$ cat src/rtl/seg_scan_capture_pkg.sv
// Shared definitions for the scanned 7-segment display receiver:
// glyph table, FSM encoding, default settle time and digit-to-nibble mapping.
package seg_scan_capture_pkg;

    localparam int SETTLE_CYCLES_DEF = 4;

    typedef enum logic [1:0] {
        ST_IDLE   = 2'd0,
        ST_SETTLE = 2'd1,
        ST_HOLD   = 2'd2
    } state_t;

    // Active-high abcdefg patterns; entry k is the glyph that displays hex value k.
    localparam logic [15:0][6:0] GLYPH_TAB = {
        7'b1000111, 7'b1001111, 7'b0111101, 7'b1001110,
        7'b0011111, 7'b1110111, 7'b1111011, 7'b1111111,
        7'b1110000, 7'b1011111, 7'b1011011, 7'b0110011,
        7'b1111001, 7'b1101101, 7'b0110000, 7'b1111110
    };

    // Digit i (en_out[i]) lands in bits [4i+3:4i] of {NumberA, NumberB}.
    function automatic logic [4:0] nibble_lsb(input logic [2:0] digit);
        return {digit, 2'b00};
    endfunction

endpackage

$ cat src/rtl/seg_scan_capture_seg7_glyph_decode.sv
// Purely combinational: active-low segment pattern in, hex nibble plus a
// valid flag out; unrecognised patterns report glyph_vld = 0.
module seg7_glyph_decode
    import seg_scan_capture_pkg::*;
(
    input  logic [6:0] seg_n,
    output logic [3:0] nibble,
    output logic       glyph_vld
);

    logic [6:0] seg;

    always_comb begin
        seg       = ~seg_n;
        nibble    = 4'd0;
        glyph_vld = 1'b0;
        for (int k = 0; k < 16; k++) begin
            if (seg == GLYPH_TAB[k]) begin
                nibble    = 4'(k);
                glyph_vld = 1'b1;
            end
        end
    end

endmodule

$ cat src/rtl/seg_scan_capture.sv
// Receiver for an 8-digit multiplexed 7-segment bus: each digit must hold
// SETTLE_CYCLES identical samples before capture; a full frame updates NumberA/B.
module seg_scan_capture
    import seg_scan_capture_pkg::*;
#(
    parameter int SETTLE_CYCLES = SETTLE_CYCLES_DEF
) (
    input  logic        Clk,
    input  logic        Reset,
    input  logic [6:0]  out7,
    input  logic [7:0]  en_out,
    output logic [15:0] NumberA,
    output logic [15:0] NumberB,
    output logic        Valid,
    output logic        Error,
    output logic [7:0]  DigitMask
);

    localparam logic [7:0] CNT_MAX = 8'(SETTLE_CYCLES);

    state_t      state_q, state_d;
    logic [14:0] sample_q, sample_d;
    logic [14:0] prev_q, prev_d;
    logic [7:0]  cnt_q, cnt_d;
    logic [31:0] shadow_q, shadow_d;
    logic [15:0] num_a_q, num_a_d;
    logic [15:0] num_b_q, num_b_d;
    logic        valid_q, valid_d;
    logic        error_q, error_d;
    logic [7:0]  mask_q, mask_d;

    logic [3:0]  glyph_nib;
    logic        glyph_vld;
    logic        one_hot;
    logic        changed;
    logic [2:0]  dig_idx;
    logic        settling;
    logic [7:0]  cnt_try;
    logic [7:0]  mask_new;

    seg7_glyph_decode u_decode (
        .seg_n     (sample_q[6:0]),
        .nibble    (glyph_nib),
        .glyph_vld (glyph_vld)
    );

    always_comb begin
        one_hot = $onehot(~sample_q[14:7]);
        changed = (sample_q != prev_q);
        dig_idx = 3'd0;
        for (int i = 0; i < 8; i++) begin
            if (!sample_q[7+i]) begin
                dig_idx = 3'(i);
            end
        end
    end

    always_comb begin
        sample_d = {en_out, out7};
        prev_d   = sample_q;
        state_d  = state_q;
        cnt_d    = cnt_q;
        shadow_d = shadow_q;
        num_a_d  = num_a_q;
        num_b_d  = num_b_q;
        valid_d  = 1'b0;
        error_d  = error_q;
        mask_d   = mask_q;
        settling = 1'b0;
        cnt_try  = 8'd1;
        mask_new = mask_q | (8'd1 << dig_idx);

        unique case (state_q)
            ST_IDLE: begin
                settling = one_hot;
            end
            ST_SETTLE: begin
                if (!changed) begin
                    settling = 1'b1;
                    cnt_try  = (cnt_q >= CNT_MAX) ? CNT_MAX : cnt_q + 8'd1;
                end else if (one_hot) begin
                    settling = 1'b1;
                end else begin
                    state_d = ST_IDLE;
                    cnt_d   = 8'd0;
                end
            end
            ST_HOLD: begin
                if (changed) begin
                    if (one_hot) begin
                        settling = 1'b1;
                    end else begin
                        state_d = ST_IDLE;
                        cnt_d   = 8'd0;
                    end
                end
            end
            default: begin
                state_d = ST_IDLE;
                cnt_d   = 8'd0;
            end
        endcase

        // Entering from IDLE or HOLD also counts as the first stable cycle,
        // so a one-cycle settle time accepts immediately.
        if (settling) begin
            cnt_d   = cnt_try;
            state_d = ST_SETTLE;
            if (cnt_try == CNT_MAX) begin
                state_d = ST_HOLD;
                if (glyph_vld) begin
                    shadow_d[nibble_lsb(dig_idx) +: 4] = glyph_nib;
                    if (mask_new == 8'hFF) begin
                        num_a_d = shadow_d[31:16];
                        num_b_d = shadow_d[15:0];
                        valid_d = 1'b1;
                        mask_d  = 8'h00;
                        error_d = 1'b0;
                    end else begin
                        mask_d = mask_new;
                    end
                end else begin
                    error_d = 1'b1;
                end
            end
        end
    end

    always_ff @(posedge Clk) begin
        if (Reset) begin
            state_q  <= ST_IDLE;
            sample_q <= '1;
            prev_q   <= '1;
            cnt_q    <= 8'd0;
            shadow_q <= 32'd0;
            num_a_q  <= 16'd0;
            num_b_q  <= 16'd0;
            valid_q  <= 1'b0;
            error_q  <= 1'b0;
            mask_q   <= 8'd0;
        end else begin
            state_q  <= state_d;
            sample_q <= sample_d;
            prev_q   <= prev_d;
            cnt_q    <= cnt_d;
            shadow_q <= shadow_d;
            num_a_q  <= num_a_d;
            num_b_q  <= num_b_d;
            valid_q  <= valid_d;
            error_q  <= error_d;
            mask_q   <= mask_d;
        end
    end

    assign NumberA   = num_a_q;
    assign NumberB   = num_b_q;
    assign Valid     = valid_q;
    assign Error     = error_q;
    assign DigitMask = mask_q;

endmodule

$ cat config.mk
export PLATFORM = sky130hd
export DESIGN_NAME = seg_scan_capture
export DESIGN_NICKNAME = d
export VERILOG_FILES = /design/src/rtl/seg_scan_capture_pkg.sv /design/src/rtl/seg_scan_capture_seg7_glyph_decode.sv /design/src/rtl/seg_scan_capture.sv
export SDC_FILE = /design/constraint.sdc
export NUM_CORES = 1
export LEC_CHECK = 0
export CORE_MARGIN = 10
export CORE_UTILIZATION = 54
export CTS_CLUSTER_SIZE = 10
export DETAILED_ROUTE_END_ITERATION = 12
export GPL_TIMING_DRIVEN = 0
export PLACE_DENSITY = 0.81
export SYNTH_ARGS = -nofsm -noshare
export SYNTH_HDL_FRONTEND = slang
export SYNTH_SLANG_ARGS = --single-unit
$ cat constraint.sdc
create_clock -name Clk -period 4.7 [get_ports Clk]
set_input_delay 0.47 -clock Clk [delete_from_list [all_inputs] [get_ports Clk]]
set_output_delay 0.47 -clock Clk [all_outputs]
set_load 0.01 [all_outputs]
==> reports/metrics.yaml, run 1 <==
run_status:
  status: "completed"
synth:
  mappedNetlistArea_um2: 5980
  synth-edff-count: 0
  yosysWarningCount: 0
  synthFlopType: "dfxtp_1"
  async_reset_ff_share_pct: 0
  synthCells: 694
  synth.net_count: 731
  yosysUniqueCellTypes: 68
  synth_sequential_area_ratio_pct: 38.1
  ys_ff_latch: 114
  avgSynthCellArea_um2: 8.62
finish:
  syn_to_final_growth_pct: 23.9
  diodes: 0
  fin_area_um2: 7420
  final_cell_mix: "dfxtp_1 (114), a21oi_1 (60), clkdlybuf4s50_1 (57)"
  post-route-util_pct: 68.4
  drive_gt1_share_pct: 13.2
  final_common_cell: "dfxtp_1"
  final_nets: 807
sta:
  skew_ns: 0.00775
  max_freq_ghz: 0.256
  relSlewSlack_pct: 44.6
  finalHoldViolations: 0
  worst_pin_slew_ns: 0.830
  rsz0062_at_grt: "no"
  setup_viol: 0
  min_period_ns: 3.91
  setup_tns_ns: 0
  post-route-period-util_pct: 83.1
  slew_viol_final: 0
floorplanning:
  dieArea_um2: 15700
  die_h_um: 125
  core.rowCount: 38
  chipWidth_um: 125
  start_util_pct: 55.2
  core-area_um2: 10800
  io-pin-count: 59
power_and_ir_drop:
  seqPwrFrac_pct: 35.4
  peakVddDrop_mv: 0.294
  p_int_uw: 2130
  p_per_area_nw_per_um2: 383
  switching_share_pct: 24.8
  leakagePower_uw: 0.00267
  clock_power_share_pct: 53.0
  pwr-share-comb_pct: 11.6
  p_switching_uw: 705
grt:
  grt_usage_pct: 22.4
  met2_usage_pct: 36.3
  grt_pass1_wl_mm: 29.2
  grt.met1_usage_pct: 27.0
  grt_overflow_total: 0
  grt_max_degree: 17
  antenna_found_initial: 0
  top_usage_layer: "met2"
  grtUsageMet3_pct: 7.69
  grt_pass1_vias: 5704
setup_path:
  crit_type: "reg -> reg"
  arrival_ns: 4.39
  crit_chain: "fa_1 -> inv_1 -> fa_1 -> fa_1 -> ha_1 -> inv_1 -> fa_1 -> nor2b_1 -> a31oi_1 -> nor2_1 -> a311oi_1 -> a21o_1 -> and3_1"
  cp_max_fo: 7
  critPathSlowestCell: "fa_1"
  crit_top_cell: "fa_1"
  endpoint_kind: "flip-flop"
  max_stage_delay_ns: 0.50
  crit_path_start_kind: "flip-flop"
  cp.required_ns: 5.18
route:
  routed_wl_mm: 18.1
  viasPerCell: 6.48
  avgRoutedWirePerCell_um: 19.6
  drtAntennaViolNets: 0
  dr.pass1.iters: 6
  drtIter0Drc: 748
  vias: 5979
  drcViolationCount: 0
clock_tree:
  ctsHtreeMaxLevel: 4
  cts_setup_buffers: 0
  cts.path.max_buffers: 2
  cts_buffers: 17
  cts-root-buf: "clkbuf_8"
  cts_hold_buf: 0
  clkTransAtPathRegs_ns: 0.06
  cts_resized: 0
  clock_sinks: 114
  cts_tree: "built"
  insertion_delay_ns: 0.54
flow_run:
  cap_violations: 0
placement:
  dpl.hpwl_mm: 12.6
  postPlaceCellArea_um2: 6730
  place.gp.congestion: 0.906
  portBuffers: 57
min_path:
  holdCritPathClass: "reg -> reg"
layer usage:
metal / share of wire, % / vias to the layer above
met1: 41 / 2811
met2: 47 / 367
met5: 0 / -
met4: 3.1 / 0
li1: - / 2738
met3: 9.6 / 63
logic make-up after synthesis:
logic type               Yosys count  synth area share [%]
AND/OR/NAND/NOR                  237                  23.0
AO/OA/AOI/OAI                    198                  22.3
flip-flops                       114                  38.1
buffers and inverters             93                  6.69
adder cells (fa/ha/maj)           20                  4.68
XOR/XNOR                          16                  2.34
multiplexers                      16                  2.82
area by class of cell:
cell class	instances	area, µm²
Buffer	67	303
Clock buffer	18	428
Clock inverter	14	259
Fill cell	874	3420
Inverter	26	97.6
Multi-Input combinational cell	487	3300
Sequential cell	114	2280
Tap cell	140	175
Timing Repair Buffer	57	571
state kept, by name (all words and copies together) (netlist names):
register	flops
DigitMask	8
Error	1
NumberA	16
NumberB	16
Valid	1
cnt_q	8
prev_d	15
prev_q	15
shadow_q	32
state_q	2
final timing paths:
path / from / end / slack, ns / cells past startpoint
worst max-delay path: prev_d[10] / cnt_q[6] / 0.79 / 13
worst min-delay path: shadow_q[29] / shadow_q[29] / 0.46 / 2
worst max register to register: prev_d[10] / cnt_q[6] / 0.79 / 13
worst min register to register: shadow_q[29] / shadow_q[29] / 0.46 / 2
critical path: cells and delay by family (launching register included):
family	cells	cell delay, ns
AND/OR/NAND/NOR	3	0.48
AO/OA/AOI/OAI	3	0.83
adder cells (fa/ha/maj)	5	1.92
flip-flops	1	0.47
buffers and inverters	2	0.13
through the flow:
step	instances	hold WS [ns]	worst slack, ns	power, µW
after floorplan	694	0.434	1.11	1260
after global placement	891	0.445	0.910	1330
after detailed placement	891	0.454	0.831	1340
after CTS	923	0.462	0.808	2830
after global routing	923	0.472	0.558	2920
final	923	0.464	0.793	2840
synth_stat cells (7+ instances only):
cell type	instances	area share (%)
o31ai_1	48	6.0
nor3_1	18	1.5
mux2i_1	9	1.5
nand3_1	25	2.1
inv_1	25	1.6
a31oi_1	12	1.3
nand2_1	35	2.2
a21oi_1	60	5.0
clkbuf_1	39	2.4
ha_1	16	3.3
o21ai_0	16	1.3
dfxtp_1	114	38
a211oi_1	8	1.0
xor2_1	9	1.3
or2_2	26	2.7
nor2b_1	11	1.1
xnor2_1	7	1.0
buf_2	23	1.9
o211ai_1	7	0.88
nor2_1	24	1.5
nand4_1	41	4.3
power groups by stage:
stage                     Clock [µW]  Sequential (µW)  Combinational (µW)
after CTS                       1510             1000                 322
after global routing            1550             1010                 365
after detailed placement           0             1030                 319
final                           1510             1000                 329
after global placement             0             1020                 307
after floorplan                    0             1020                 236
Power figures use the tool's default switching activity.
==> run 2: changes to the inputs <==
clock period = 3.9 ns   (was 4.7 ns; I/O delays follow)
==> reports/metrics.yaml, run 2 (synthesized netlist as in run 1, its figures left out) <==
run_status:
  status: "completed"
grt:
  grt_usage_pct: 22.4
  grt_max_degree: 17
  antenna_found_initial: 0
  grt_pass1_wl_mm: 29.2
  grt_overflow_total: 0
  grt_pass1_vias: 5704
setup_path:
  cp_max_fo: 7
  cp.required_ns: 4.34
  ff2ff_path_depth: 13
  max_stage_delay_ns: 0.53
  worstReg2RegStart: "prev_d[7]"
  rrSetupSlack_ns: 0.13
  crit_path_start_kind: "flip-flop"
  endpoint_kind: "flip-flop"
  crit_type: "reg -> reg"
  arrival_ns: 4.21
  r2r-end: "cnt_q[0]"
  crit_top_cell: "fa_1"
  crit_chain: "fa_1 -> inv_1 -> fa_1 -> fa_1 -> ha_2 -> inv_1 -> fa_2 -> nor2_2 -> a31oi_2 -> o31a_1 -> o21a_1 -> a21o_4 -> a32o_1"
  critPathSlowestCell: "fa_1"
route:
  avgRoutedWirePerCell_um: 19.7
  routed.top_layer: "met4"
  drtAntennaViolNets: 0
  vias: 6036
  drcViolationCount: 0
  drtIter0Drc: 824
  routed-wl-met2_mm: 8.48
  viasPerCell: 6.53
  route.met3.wl_mm: 1.74
  dr.pass1.iters: 8
  wl_met1_mm: 7.39
  routed_wl_mm: 18.2
floorplanning:
  die_h_um: 125
  io-pin-count: 59
  core-area_um2: 10800
  chipWidth_um: 125
  dieArea_um2: 15700
  core.rowCount: 38
  start_util_pct: 55.2
placement:
  portBuffers: 57
  dpl.hpwl_mm: 12.6
  place.gp.congestion: 0.906
  postPlaceCellArea_um2: 6730
  dp.cells: 891
finish:
  final_cell_mix: "dfxtp_1 (112), a21oi_1 (60), clkdlybuf4s50_1 (57)"
  syn_to_final_growth_pct: 24.7
  drive_gt1_share_pct: 14.5
  top_register: "shadow_q"
  diodes: 0
  largest_reg_flops: 32
  layout.cells.non_filler: 924
  post-route-util_pct: 68.8
  num-fill-cells: 867
  final_nets: 808
  fin_area_um2: 7460
  final_common_cell: "dfxtp_1"
min_path:
  whs_path_depth: 2
  holdCritPathClass: "in -> reg"
  min-delay-start: "out7[4]"
  holdPathEnd: "prev_d[4]"
clock_tree:
  insertion_delay_ns: 0.55
  cts_tree: "built"
  clock_sinks: 114
  cts.path.max_buffers: 2
  cts-root-buf: "clkbuf_8"
  cts_hold_buf: 0
  clkTransAtPathRegs_ns: 0.06
  ctsHtreeMaxLevel: 4
  cts_buffers: 17
sta:
  max_freq_ghz: 0.266
  min_period_ns: 3.77
  setup_tns_ns: 0
  skew_ns: 0.00787
  fin_hold_ws_ns: 0.403
  post-route-period-util_pct: 96.6
  slew_viol_final: 0
  finalHoldViolations: 0
  worst_pin_slew_ns: 0.840
  setup_viol: 0
  relSlewSlack_pct: 43.9
flow_run:
  cap_violations: 0
power_and_ir_drop:
  leakagePower_uw: 0.00268
  peakVddDrop_mv: 0.355
  p_per_area_nw_per_um2: 463
-- run 2: cell count changes in the layout (fill, tap and decap cells not counted), sizes merged --
cell / previous run / this run
buf: 28 / 29
-- run 2: timing repair --
item / 4_1_cts / 5_1_grt
buffers inserted: 0 / 1
setup endpoints to repair: 0 / 13
resized for setup: 0 / 10
-- run 2: through the flow --
step	total power, µW	setup slack, ns
detailed placement	1620	0.0310
floorplan	1510	0.308
CTS	3410	0.00755
finish	3460	0.134
global placement	1600	0.110
global route	3550	-0.00669
-- run 2: layout make-up --
class                   instances  area (µm²)  area share [%]
repair buffers                 58         578            7.75
inverters                      26        97.6            1.31
well taps                     140         175            2.35
clock buffers                  18         428            5.73
multi-input cells             487        3340            44.7
clock inverters                14         259            3.47
plain buffers                  67         303            4.06
flip-flops and latches        114        2280            30.6
-- run 2: power by group --
part	internal [µW]	total, µW	switching (µW)
combinational	155	428	273
clock	1250	1820	570
sequential	1190	1210	22.3
-- run 2: critical path: cells and delay by family, from the launching register on --
| kind | cells | cell delay, ns |
|---|---|---|
| adders and majority gates | 5 | 2.00 |
| AOI/OAI and AO/OA | 5 | 1.11 |
| and+or+nand+nor | 1 | 0.10 |
| DFF | 1 | 0.34 |
| buffers and inverters | 2 | 0.10 |
-- run 2: worst max-delay path by stage --
stage	start	endpoint	slack, ns	cells past startpoint
2_1_floorplan	prev_d[7]	cnt_q[0]	0.31	13
3_3_place_gp	prev_d[10]	state_q[0]	0.11	13
3_5_place_dp	prev_d[10]	cnt_q[7]	0.03	13
4_1_cts	prev_d[10]	cnt_q[6]	0.008	13
5_1_grt	prev_d[7]	cnt_q[0]	-0.007	13
6_report	prev_d[7]	cnt_q[0]	0.13	13
-- run 2: routing by layer --
metal  vias up  track usage [%]
li1       2738                -
met1      2846             27.0
met2       380             36.3
met5         -                0
met4         0             7.72
met3        72             7.69
==> run 3: changes to the inputs <==
PLACE_DENSITY = 0.88   (was 0.81)
==> reports/metrics.yaml, run 3 (synthesized netlist as in run 1, its figures left out) <==
finish:
  layout.area.seq_um2: 2290
  syn_to_final_growth_pct: 23.3
  diodes: 0
  num-fill-cells: 859
  final_nets: 809
  final_cell_mix: "dfxtp_1 (111), a21oi_1 (60), clkdlybuf4s50_1 (57)"
  layout.cells.non_filler: 925
  final_common_cell: "dfxtp_1"
  top_register: "shadow_q"
  multiInputGateArea_um2: 3340
  largest_reg_flops: 32
  drive_gt1_share_pct: 14.5
sta:
  post-route-period-util_pct: 98.6
  worst_pin_slew_ns: 0.850
  max_freq_ghz: 0.260
  finalHoldViolations: 0
  skew_ns: 0.00674
  relSlewSlack_pct: 43.2
  fin_hold_ws_ns: 0.390
  min_period_ns: 3.85
  slew_viol_final: 0
  setup_viol: 0
  rsz0062_at_grt: "yes"
grt:
  grt_max_degree: 17
  antenna_found_initial: 0
  grt_overflow_total: 0
  grt_usage_pct: 22.7
  grt_pass1_vias: 5866
  grt_pass1_wl_mm: 29.2
  grtUsageMet3_pct: 6.93
  met2_usage_pct: 37.3
  top_usage_layer: "met2"
  grt.met1_usage_pct: 26.0
setup_path:
  crit_cells: 13
  r2r-end: "state_q[0]"
  crit_path_start_kind: "flip-flop"
  cp.required_ns: 4.35
  arrival_ns: 4.29
  ff2ff_path_depth: 13
  endpoint_kind: "flip-flop"
  worstReg2RegStart: "prev_d[7]"
  critical_path.top_delay_family: "adder cells"
  critPathSlowestCell: "fa_1"
  rrSetupSlack_ns: 0.05
  crit_chain: "fa_1 -> inv_1 -> fa_1 -> fa_1 -> ha_2 -> inv_1 -> fa_2 -> nor2_2 -> a31oi_2 -> o31a_1 -> o21a_1 -> a21o_4 -> a32o_1"
  cp_max_fo: 7
  crit_top_cell: "fa_1"
  critPathBufInv: 2
  crit_type: "reg -> reg"
  max_stage_delay_ns: 0.52
route:
  routed_wl_mm: 18.4
  vias: 5965
  drtAntennaViolNets: 0
  viasPerCell: 6.45
  avgRoutedWirePerCell_um: 19.9
  drcViolationCount: 0
  drtIter0Drc: 784
  dr.pass1.iters: 7
power_and_ir_drop:
  p_switching_uw: 860
  leakagePower_uw: 0.00265
  switching_share_pct: 26.5
  power.total_uw: 3250
  clock_power_share_pct: 49.3
  p_per_area_nw_per_um2: 441
  p_int_uw: 2390
  seqPwrFrac_pct: 37.3
  pwr-share-comb_pct: 13.5
  peakVddDrop_mv: 0.350
floorplanning:
  die_h_um: 125
  io-pin-count: 59
  dieArea_um2: 15700
  core.rowCount: 38
  chipWidth_um: 125
  start_util_pct: 55.2
  core-area_um2: 10800
min_path:
  holdPathEnd: "prev_d[0]"
  min-delay-start: "out7[0]"
  holdCritPathClass: "in -> reg"
  whs_path_depth: 2
clock_tree:
  cts_buffers: 17
  cts_tree: "built"
  cts-root-buf: "clkbuf_8"
  clock_sinks: 114
  cts.path.max_buffers: 2
  ctsHtreeMaxLevel: 4
  insertion_delay_ns: 0.56
  clkTransAtPathRegs_ns: 0.06
placement:
  dp.cells: 891
  place.gp.congestion: 0.911
  dpl.hpwl_mm: 12.9
  portBuffers: 57
run_status:
  status: "completed"
flow_run:
  cap_violations: 0
==> run 3: cell count changes in the layout (fill, tap and decap cells not counted) <==
cell / change
buf_4: +1
clkbuf_1: +1
clkinv_2: +6
dfxtp_2: +1
dfxtp_1: -1
nor2_2: -1
nor2_1: +1
bufinv_16: -3
clkinvlp_4: -1
clkinv_4: -3
==> run 3: per-stage QoR <==
step / area (µm²) / setup WS [ns] / setup TNS [ns] / utilization, %
final: 7380 / 0.0538 / 0 / 68.1
after global routing: 7380 / -0.0676 / -0.213 / 68.1
after CTS: 7330 / 0.00985 / 0 / 67.7
after detailed placement: 6730 / -0.0387 / -0.237 / 62.1
after global placement: 6730 / 0.129 / 0 / 62.1
after floorplan: 5980 / 0.308 / 0 / -
==> run 3: cell type report <==
class | instances | share of cell area (%)
Sequential cell | 114 | 31.0
Clock inverter | 13 | 2.24
Inverter | 26 | 1.32
Timing Repair Buffer | 59 | 7.93
Buffer | 67 | 4.10
Multi-Input combinational cell | 487 | 45.2
Clock buffer | 19 | 5.85
Tap cell | 140 | 2.37
==> run 3: repair_timing <==
action                     4_1_cts  5_1_grt
setup buffers                    0        2
gates cloned                     0        0
setup endpoints to repair        9       24
resized for setup                2        8
pin swaps                        0        5
hold buffers                     0        0
==> run 3: power by group through the flow <==
stage	Sequential [µW]	Clock, µW	Combinational [µW]
2_1_floorplan	1230	0	285
3_3_place_gp	1230	0	367
3_5_place_dp	1240	0	385
4_1_cts	1210	1600	398
5_1_grt	1220	1650	480
6_report	1210	1600	438
==> run 3: worst max path at each step <==
| stage | startpoint | endpoint |
|---|---|---|
| final | prev_d[7] | state_q[0] |
| after global routing | prev_d[7] | state_q[0] |
| after CTS | prev_d[8] | state_q[0] |
| after detailed placement | prev_d[10] | cnt_q[5] |
| after global placement | prev_d[10] | state_q[0] |
| after floorplan | prev_d[7] | cnt_q[0] |
==> run 3: per-layer routing <==
metal | vias up | share of wire, %
met5 | - | 0
met4 | 0 | 3.0
met1 | 2788 | 40
li1 | 2738 | -
met3 | 68 | 9.2
met2 | 371 | 48
==> RTL edit: new RTL, settings of run 2 <==
Make the reset (`Reset`) asynchronous in one clocked block.
--- a/src/rtl/seg_scan_capture.sv
+++ b/src/rtl/seg_scan_capture.sv
@@ -128,3 +128,3 @@
 
-    always_ff @(posedge Clk) begin
+    always_ff @(posedge Clk or posedge Reset) begin
         if (Reset) begin
Check against the original RTL: differs if Reset is asserted again (counterexample within 10 cycles, from zero or initial values and one cycle with Reset high); with Reset held inactive, the same outputs for 10 cycles.
==> RTL edit against run 2 <==
The run now ends with negative setup slack left; synthesized area fell by 4.6%; sequential cell count unchanged; worst setup slack got worse by 0.25 ns; die area decreased by 3.9%; routed wire length down 22%; synthesized cell count down 28%; cell area down 3.8%; total power fell by 5.4%; critical path type unchanged; largest cell class is now registers; largest power group unchanged.
==> RTL edit: results (changes against run 2) <==
| Metric | Value |
|---|---|
| Outcome | `finished with violations` |
| Failing checks | `negative setup slack` |
| Post-DP Area | `6492 µm² (-3.5%)` |
| Met1 Routed Length | `5640 µm (-24%)` |
| Met2 Resource Use GR | `32.70% (-3.6 points)` |
| Leakage | `3.206 nW (+20%)` |
| P_clk | `0.00154 W (-15%)` |
| Crit path max fanout | `5 (-2)` |
| CTS Buffer Depth | `2 (unchanged)` |
| Slowest cell on crit path | `dfstp_2` |
| Filler instances | `697 (-20%)` |
| Dpl hpwl | `9272 µm (-26%)` |
| Final setup fails | `10 (+10)` |
| Final WL | `14,250 µm (-22%)` |
| Critical path arrival | `4.41 ns (+0.20 ns)` |
| Post-layout util | `69.56% (+0.71 points)` |
| Post-synth top cells | `dfrtp_1 (84), mux2_2 (56), nand2_1 (40)` |
| Critical path's top delay family | `adder cells` |
| Ranking of synthesized cells by area | `dfrtp_1 (37%), dfstp_2 (14%), mux2_2 (11%)` |
| Hold Crit Start | `out7[0]` |
| Comb pwr | `0.000465 W (+8.6%)` |
| Drt pass-1 iters | `5 (-3)` |
| Synth warnings | `0 (unchanged)` |
| Total GRT Usage | `19.16% (-3.2 points)` |
| Synth Area in Compound Gates | `10.63% (-12 points)` |
| Vias per inst | `5.913 (-9.5%)` |
| Skew-Pair Late Insertion Delay | `0.52 ns (-0.03 ns)` |
| Switching Fraction | `26.00% (+0.96 points)` |
| Max_slew headroom | `36.57% (-7.4 points)` |
| Max stage delay on crit path | `0.55 ns (+0.02 ns)` |
| Setup TNS | `-0.5350 ns (-0.5350 ns)` |
| Grt met1 use | `22.37% (-4.7 points)` |
| Cell count after placement | `698 (-22%)` |
| GP Congestion | `0.8950 (-1.2%)` |
| WL met2 | `7128 µm (-16%)` |
| I/O Buffers | `58 (+1.8%)` |
| Hold slack | `0.2740 ns (-0.1290 ns)` |
| Met3 Wirelength | `1148 µm (-34%)` |
| Reg2Reg Setup Slack | `-0.11 ns (-0.25 ns)` |
| Yosys cell types | `62 (-8.8%)` |
| Grt met3 use | `5.464% (-2.2 points)` |
| Fin cells | `736 (-20%)` |
| Min-Delay Path Depth | `1 (-1)` |
| Global-route wire length before repair | `23,000 µm (-21%)` |
| Final net count | `624 (-23%)` |
| RR Endpoint | `state_q[0]` |
| Worst VDD drop | `0.2782 mV (-22%)` |
| Share of post-route cells with drive strength above 1 | `25.83% (+11 points)` |
| Worst Hold Endpoint | `prev_d[0]` |
| Seq power | `0.00126 W (+4%)` |
| FF-to-FF Start | `prev_d[10]` |
| Worst Skew | `0.01084 ns (+0.002970 ns)` |
| Mapped Nets | `540 (-26%)` |
| Sequential area share after synthesis | `50.65% (+13 points)` |
| Post-synth ARST share | `100.0% (+100 points)` |
| Final setup margin | `-0.1135 ns (-0.2470 ns)` |
| Multiplexer share of the synthesized area | `13.68% (+11 points)` |
| Post-Synth XOR/XNOR Area | `2.456% (+0.11 points)` |
| Worst R2R Path Depth | `14 (+1)` |
| Number of global-route vias before repair | `4,529 (-21%)` |
-- RTL edit: layout make-up --
| cell class | count | share of cell area (%) |
|---|---|---|
| Buffer | 21 | 1.673 |
| Clock buffer | 22 | 6.308 |
| Clock inverter | 10 | 1.847 |
| Inverter | 34 | 1.812 |
| Multi-Input combinational cell | 333 | 36.49 |
| Sequential cell | 114 | 40.25 |
| Tap cell | 136 | 2.370 |
| Timing Repair Buffer | 66 | 9.252 |
-- RTL edit: worst max path at each step --
stage / start / to / slack (ns) / depth (start not counted)
after floorplan: prev_d[10] / cnt_q[0] / 0.08 / 12
after global placement: Reset / NumberB[14] / -0.88 / 2
after detailed placement: prev_d[10] / state_q[0] / -0.30 / 12
after CTS: prev_d[7] / cnt_q[0] / -0.08 / 14
after global routing: prev_d[10] / state_q[0] / -0.22 / 14
final: prev_d[10] / state_q[0] / -0.11 / 14
-- RTL edit: timing repair --
action	4_1_cts	5_1_grt
pin swaps	3	9
resized for setup	5	12
setup buffers	4	3
endpoints found under the setup margin	39	49
